<file path="config.mk">
export PLATFORM = sky130hd
export DESIGN_NAME = noc_port_arbiter
export DESIGN_NICKNAME = d
export VERILOG_FILES = /design/src/rtl/noc_port_arbiter.sv
export SDC_FILE = /design/constraint.sdc
export NUM_CORES = 1
export LEC_CHECK = 0
export ABC_CLOCK_PERIOD_IN_PS = 12700
export BUFFER_PORTS_ARGS = -buffer_cell sky130_fd_sc_hd__buf_2
export CAP_MARGIN = 20
export CORE_AREA = 2 2 124 126
export DETAILED_ROUTE_END_ITERATION = 10
export DIE_AREA = 0 0 126 128
export PLACE_DENSITY = 0.78
export SLEW_MARGIN = 10
export SYNTH_ARGS = -nofsm -noshare
export SYNTH_HDL_FRONTEND = slang
export SYNTH_SLANG_ARGS = --single-unit
</file>
<file path="constraint.sdc">
create_clock -name clk -period 12.7 [get_ports clk]
set_clock_uncertainty 0.1 [all_clocks]
set_input_delay 2.54 -clock clk [delete_from_list [all_inputs] [get_ports clk]]
set_output_delay 2.54 -clock clk [all_outputs]
set_load 0.05 [all_outputs]
</file>
<file path="src/rtl/noc_port_arbiter.sv">
// Round-robin arbiter and single-entry output register for one router output direction.
// Five sources compete; the winner's packet is registered and handed downstream via valid/ready.
module noc_port_arbiter #(
    parameter int unsigned WIDTH_PACKAGE = 50,
    parameter int unsigned NUM_SRC       = 5,
    parameter int unsigned STALL_MAX     = 255
) (
    input  logic                              clk,
    input  logic                              reset,
    input  logic [NUM_SRC-1:0]                in_valid,
    input  logic [NUM_SRC*WIDTH_PACKAGE-1:0]  in_data,
    output logic [NUM_SRC-1:0]                in_ready,
    output logic                              out_valid,
    output logic [WIDTH_PACKAGE-1:0]          out_data,
    output logic [2:0]                        out_src,
    input  logic                              out_ready,
    output logic                              stall_err
);

    localparam int unsigned PTR_W = (NUM_SRC > 1) ? $clog2(NUM_SRC) : 1;
    localparam int unsigned CNT_W = (STALL_MAX >= 256) ? $clog2(STALL_MAX + 1) : 8;

    typedef enum logic {
        EMPTY = 1'b0,
        FULL  = 1'b1
    } state_t;

    state_t               state, state_next;
    logic [PTR_W-1:0]     ptr;
    logic [PTR_W-1:0]     gnt;
    logic [PTR_W-1:0]     gnt_inc;
    logic                 found;
    logic                 drain;
    logic                 can_load;
    logic                 accept;
    logic                 stalled;
    logic [CNT_W-1:0]     stall_cnt;
    logic [WIDTH_PACKAGE-1:0] src_data [NUM_SRC];

    for (genvar g = 0; g < NUM_SRC; g++) begin : g_unpack
        assign src_data[g] = in_data[g*WIDTH_PACKAGE +: WIDTH_PACKAGE];
    end

    assign out_valid = (state == FULL);
    assign drain     = out_valid & out_ready;
    assign can_load  = (state == EMPTY) | drain;
    assign stalled   = out_valid & ~out_ready;

    // Search starts at ptr and wraps; the first requester found wins.
    always_comb begin
        int unsigned      sum;
        logic [PTR_W-1:0] idx;
        gnt   = '0;
        found = 1'b0;
        for (int unsigned k = 0; k < NUM_SRC; k++) begin
            sum = 32'(ptr) + k;
            if (sum >= NUM_SRC) begin
                sum = sum - NUM_SRC;
            end
            idx = PTR_W'(sum);
            if (!found && in_valid[idx]) begin
                found = 1'b1;
                gnt   = idx;
            end
        end
    end

    assign accept  = can_load & found & ~reset;
    assign gnt_inc = (gnt == PTR_W'(NUM_SRC - 1)) ? '0 : gnt + PTR_W'(1);

    always_comb begin
        in_ready = '0;
        if (accept) begin
            in_ready[gnt] = 1'b1;
        end
    end

    always_comb begin
        state_next = state;
        case (state)
            EMPTY: if (accept) state_next = FULL;
            FULL:  if (drain && !accept) state_next = EMPTY;
            default: state_next = EMPTY;
        endcase
    end

    always_ff @(posedge clk) begin
        if (reset) begin
            state    <= EMPTY;
            ptr      <= '0;
            out_data <= '0;
            out_src  <= '0;
        end else begin
            state <= state_next;
            if (accept) begin
                out_data <= src_data[gnt];
                out_src  <= 3'(gnt);
                ptr      <= gnt_inc;
            end
        end
    end

    // The error fires on the edge that completes the STALL_MAX-th stalled cycle.
    always_ff @(posedge clk) begin
        if (reset) begin
            stall_cnt <= '0;
            stall_err <= 1'b0;
        end else begin
            if (!out_valid || drain) begin
                stall_cnt <= '0;
            end else if (stall_cnt != '1) begin
                stall_cnt <= stall_cnt + CNT_W'(1);
            end
            if (stalled && (32'(stall_cnt) + 32'd1 >= STALL_MAX)) begin
                stall_err <= 1'b1;
            end
        end
    end

endmodule

</file>
* After elaboration in Yosys (flattened, before gate mapping)
Cells that the tools add are included.
Storage, ports and cells: register bits after elaboration 66, bits in latches 0, RAM bits 0, ROM bits 0, bits of input ports 258, output and inout port bits 60, logic and storage cells 93, memories 0
Cells by class: $add $sub $neg 12, $mul 0, div/mod/pow operators 0, magnitude comparators 14, equal/unequal tests 2, shifts and indexed selects 0, muxes and demuxes 35, bitwise logic cells 9, reduce and logical (&&, ||, !) cells 15
Operators with widths (count):
- $bmux W50 S3 | 1
- $mux W50 | 2
- $mux W3 | 11
- $lt A3 B4 Y1 const B | 6
- $ge A4 B3 Y1 const B | 4
- $bmux W1 S3 | 5
- $sub A3 B3 Y3 const B | 5
- $mux W1 | 13
- $add A8 B1 Y9 const B | 1
- $ge A9 B8 Y1 const B | 1
- $add A3 B2 Y4 const B | 2
- $add A8 B1 Y8 const B | 1
- $ne A8 B8 Y1 const B | 1
- $logic_and A1 B1 Y1 | 7
- $logic_not A1 Y1 | 6
- $mux W5 | 1
- $add A3 B1 Y4 const B | 1
- $add A3 B3 Y4 const B | 1
- $and A1 B1 Y1 | 4
- $ge A4 B4 Y1 const B | 1
- $not A3 Y4 | 1
- $add A3 B1 Y3 const B | 1
- $demux W1 S3 | 1
- $eq A3 B3 Y1 const B | 1
- 7 further kinds | 9

* Depth between registers and ports, before layout
depth in word-level cells 23, gate-level depth with buffers 17, mapped depth without buffers 13

* Least setup slack after synthesis
No wires, ideal clock.
path kind input-to-output, start point input port in_valid[0], end point output port in_ready[2], arrival time 5.211 ns, data required time 10.060 ns, setup slack 4.849 ns, stages 10, buffers on the path 2, path through clkbuf_1 -> mux4_2 -> a32oi_4 -> nand2_2 -> nor3_4 -> o21a_1 -> o21ai_1 -> or2_1 -> buf_6 -> nor2b_1
On the way: longest elaborated chain between the ends 20, elaborated cells on any way between the ends 36, those cells by class order compare: 2; mux: 23; bitwise: 2; reduce/logical: 9
RTL lines:
- start: declaration | line 10 | input logic [NUM_SRC-1:0] in_valid,
- $bmux W1 S3 | line 61 | if (!found && in_valid[idx]) begin
- $mux W1 (not written as such) | line 61
- $mux W1 | line 61
- $logic_not A1 Y1 | line 61
- $logic_and A1 B1 Y1 | line 61
- $mux W1 | line 61
- $logic_not A1 Y1 | line 61
- $logic_and A1 B1 Y1 | line 61
- [... 4 more ...]
- $logic_not A1 Y1 | line 61
- $logic_and A1 B1 Y1 | line 61
- $mux W3 | line 61
- $lt A3 B4 Y1 (not written as such) or $ge A3 B1 Y1 (tied branches) | line 74 | in_ready[gnt] = 1'b1;
- $logic_and A1 B1 Y1 (not written as such) | line 74
- $mux W1 (not written as such) | line 74
- $demux W1 S3 | line 74
- $mux W5 (*) | line 73 | if (accept) begin
- end: declaration | line 12 | output logic [NUM_SRC-1:0] in_ready,
Mark *: on every way between the ends. The rest lies on a longest branch, timed or not. The select of a mux whose other input is x is not followed.

* Worst setup path after layout
Ends and elaborated chain as after synthesis.

==> impl_metrics.json <==
{
  "drt_wl_total_um": 18500,
  "synth_area_leader_cell": "dfxtp_1",
  "globalRouteTotalUtil_pct": 21.6,
  "hold_viol_final": 0,
  "drt_iter0_markers": 371,
  "htreeDepth": 3,
  "vias": 5555,
  "drcViolationCount": 0,
  "max-vdd-ir-drop_uv": 342,
  "cts_buffer_depth": 2,
  "synth-edff-count": 0,
  "antenna_found_initial": 2,
  "cp_top_family": "buffers and inverters",
  "critPathKind": "in -> out",
  "core_mm2": 0.0149,
  "dieArea_mm2": 0.0161,
  "grt_pass1_vias": 5182,
  "syn_avg_cell_area_um2": 9.54,
  "netlist_area_mm2": 0.00507,
  "overflow": 0,
  "rr_worst_depth": 12,
  "crit_path_end_kind": "output port",
  "cpMaxStageDelayCell": "buf_4",
  "min_path_type": "reg -> reg",
  "portBuffers": 317,
  "cp_max_fo": 57,
  "clk_pin_slew_ps": 60,
  "crit_top_cell": "buf_2",
  "min_period_over_period_pct": 64.8,
  "max_stage_delay_ps": 670,
  "place_congestion": 0.933,
  "synth_flop_cell": "dfxtp_1",
  "ys_warn_count": 0,
  "synth.area.top_cells": "dfxtp_1 26%, mux2i_1 21%, a22oi_1 7.7%",
  "synth_fp_nets": 801,
  "crit_chain": "buf_2 > mux4_2 > a32oi_4 > nand2_2 > nor3_4 > nand3b_1 > a21oi_4 > buf_4 > nor2b_1 > buf_2",
  "cts_tree": "yes",
  "critical_path_buf_inv_count": 3,
  "hp-start": "out_src[1]$_SDFFE_PP0P_",
  "holdWs_ps": 347,
  "synthCells": 532,
  "clock_sink_count": 66,
  "syn2layout_area_growth_pct": 37.4,
  "powerDensity_mw_per_mm2": 313,
  "min_period_ps": 8230,
  "grt_pass1_wl_um": 27500,
  "vias_per_cell": 5.47,
  "hold-path-endpoint": "out_src[1]$_SDFFE_PP0P_",
  "avgRoutedWirePerCell_um": 18.2,
  "maxSlewViolCount": 0,
  "synthArstFlopShare_pct": 0,
  "cts_made_buffers": 9,
  "setup_tns_ps": 0,
  "report.final.setup_viol": 0,
  "synth_top_area_share_pct": 26.0,
  "start_util_pct": 34.1,
  "holdBufCountCts": 0,
  "fin_cells": 1015,
  "clockRootBuffer": "clkbuf_16",
  "drv_cap": 0,
  "clock_latency_ps": 330,
  "nets": 1090,
  "slew_headroom_pct": 38.3,
  "ys_types": 72,
  "ys_seq_area_share_pct": 26.0,
  "drive_gt1_share_pct": 44.6,
  "min_delay_path_depth": 2,
  "power.leakage_uw": 0.00356,
  "fmax_mhz": 121,
  "row_count": 45,
  "required_ps": 10060,
  "cp-start-kind": "primary input",
  "rr_startpoint": "ptr[1]$_SDFFE_PP0P_",
  "dpl.hpwl_um": 14400,
  "first_pass_iters": 6,
  "crit-reg2reg-capture": "out_data[44]$_SDFFE_PP0P_",
  "dp_cells": 998,
  "ant_nets": 0,
  "cts_setup_buffers": 0,
  "die_h_um": 128,
  "status": "completed",
  "rsz0062_at_grt": "false",
  "dp_slack_ps": 4500,
  "cp-startpoint": "in_valid[0]",
  "ys_ff_latch": 66,
  "crit_arrival_ps": 5590,
  "worst_slack_ps": 4470,
  "cts_resized": 0,
  "die_x_um": 126,
  "worst-r2r-setup-slack_ps": 7880,
  "grt_max_degree": 58,
  "max_slew.worst_pin.slew_ps": 926,
  "io_pins": 318
}
[metal layers]
metal,track usage [%],vias to the layer above,share of wire (%)
li1,-,2695,-
met1,27.9,2572,42
met2,36.0,265,49
met3,4.34,21,7.3
met4,7.43,2,1.9
met5,0,-,0.038
[synth_stat cells, types with 2 or more instances]
| cell | count |
|---|---|
| a211o_1 | 3 |
| a211oi_1 | 7 |
| a21o_1 | 2 |
| a21oi_1 | 16 |
| a22oi_1 | 52 |
| a31oi_1 | 4 |
| and2_1 | 6 |
| and3_1 | 7 |
| buf_1 | 3 |
| buf_12 | 3 |
| buf_2 | 8 |
| buf_4 | 9 |
| buf_6 | 6 |
| clkbuf_1 | 13 |
| clkbuf_4 | 3 |
| dfxtp_1 | 66 |
| ha_1 | 10 |
| inv_1 | 11 |
| inv_2 | 2 |
| mux2_2 | 2 |
| mux2i_1 | 109 |
| mux4_2 | 2 |
| nand2_1 | 17 |
| nand2b_1 | 4 |
| nand3_1 | 5 |
| nand3b_1 | 7 |
| nor2_1 | 20 |
| nor2b_1 | 6 |
| nor3_1 | 7 |
| nor3b_1 | 3 |
| o2111ai_1 | 4 |
| o211ai_1 | 5 |
| o21a_1 | 2 |
| o21ai_0 | 8 |
| o21bai_1 | 2 |
| o221ai_1 | 40 |
| o221ai_2 | 10 |
| or3_1 | 4 |
| or4_1 | 2 |
| xnor2_1 | 9 |
| xor2_1 | 2 |
[power breakdown]
part / switching, µW / total [µW] / internal (µW)
clock network: 101 / 275 / 174
registers: 46.5 / 335 / 289
logic: 980 / 1570 / 593
[how the worst max path moves through the flow]
| stage | to | slack, ps | depth (start not counted) |
|---|---|---|---|
| final | in_ready[2] | 4470 | 10 |
| after floorplan | in_ready[2] | 4850 | 10 |
| after detailed placement | in_ready[0] | 4500 | 10 |
| after CTS | in_ready[0] | 4490 | 10 |
| after global placement | in_ready[0] | 4530 | 10 |
| after global routing | in_ready[0] | 4340 | 10 |
[cells in the final DEF, fill, tap and decap left out, drive strengths merged, types with 2 or more instances in the layout]
master,instances
a31oi,4
nor2b,6
or2,2
bufinv,2
o21bai,2
a22oi,52
o2111ai,4
xor2,2
a211o,3
o221ai,50
clkinv,3
a32oi,2
o211ai,5
nand3b,8
a21oi,16
nand2,18
dfxtp,66
nand3,5
mux2,2
nor3,8
and3,7
inv,15
mux4,2
nand2b,4
nor2,20
o21a,2
mux2i,109
clkbuf,9
a211oi,8
ha,10
xnor2,9
a2111oi,2
buf,324
or4,2
or3,4
and2,6
o21ai,10
a21o,2
nor3b,3
[stage by stage]
stage               area, µm²  total power, µW  util (%)
finish                   6970             2180      46.9
global route             6970             2310      46.9
CTS                      6970             2190      46.9
detailed placement       6650             1910      44.7
global placement         6650             1900      44.7
floorplan                5070             1680         -
[cell families after synthesis]
| group | count (synthesis) | synth area share [%] |
|---|---|---|
| muxes | 113 | 22.8 |
| xor gates and xnor gates | 11 | 1.90 |
| buffers and inverters | 59 | 7.52 |
| and+or+nand+nor | 97 | 10.6 |
| adders and majority gates | 11 | 2.86 |
| DFF | 66 | 26.0 |
| AOI/OAI and AO/OA | 175 | 28.3 |
[area by class of cell]
| class | instances | area [µm²] |
|---|---|---|
| fillers | 1493 | 7890 |
| multi-input cells | 407 | 3400 |
| clock inverters | 7 | 100 |
| repair buffers | 324 | 1640 |
| diodes | 1 | 2.50 |
| well taps | 188 | 235 |
| inverters | 13 | 48.8 |
| clock buffers | 9 | 225 |
| flip-flops and latches | 66 | 1320 |
[registers in the layout, indices dropped and copies added (netlist names)]
name / count
out_src: 3
out_valid: 1
ptr: 3
stall_err: 1
out_data: 50
stall_cnt: 8
[worst register-to-register path, delay by kind of cell (launching register included)]
| family | cells | cell delay [ps] |
|---|---|---|
| compound gates | 7 | 1760 |
| fa+ha+maj | 2 | 780 |
| buf+inv | 2 | 870 |
| flops | 1 | 680 |
| mux | 1 | 490 |
Power figures use the tool's default switching activity.
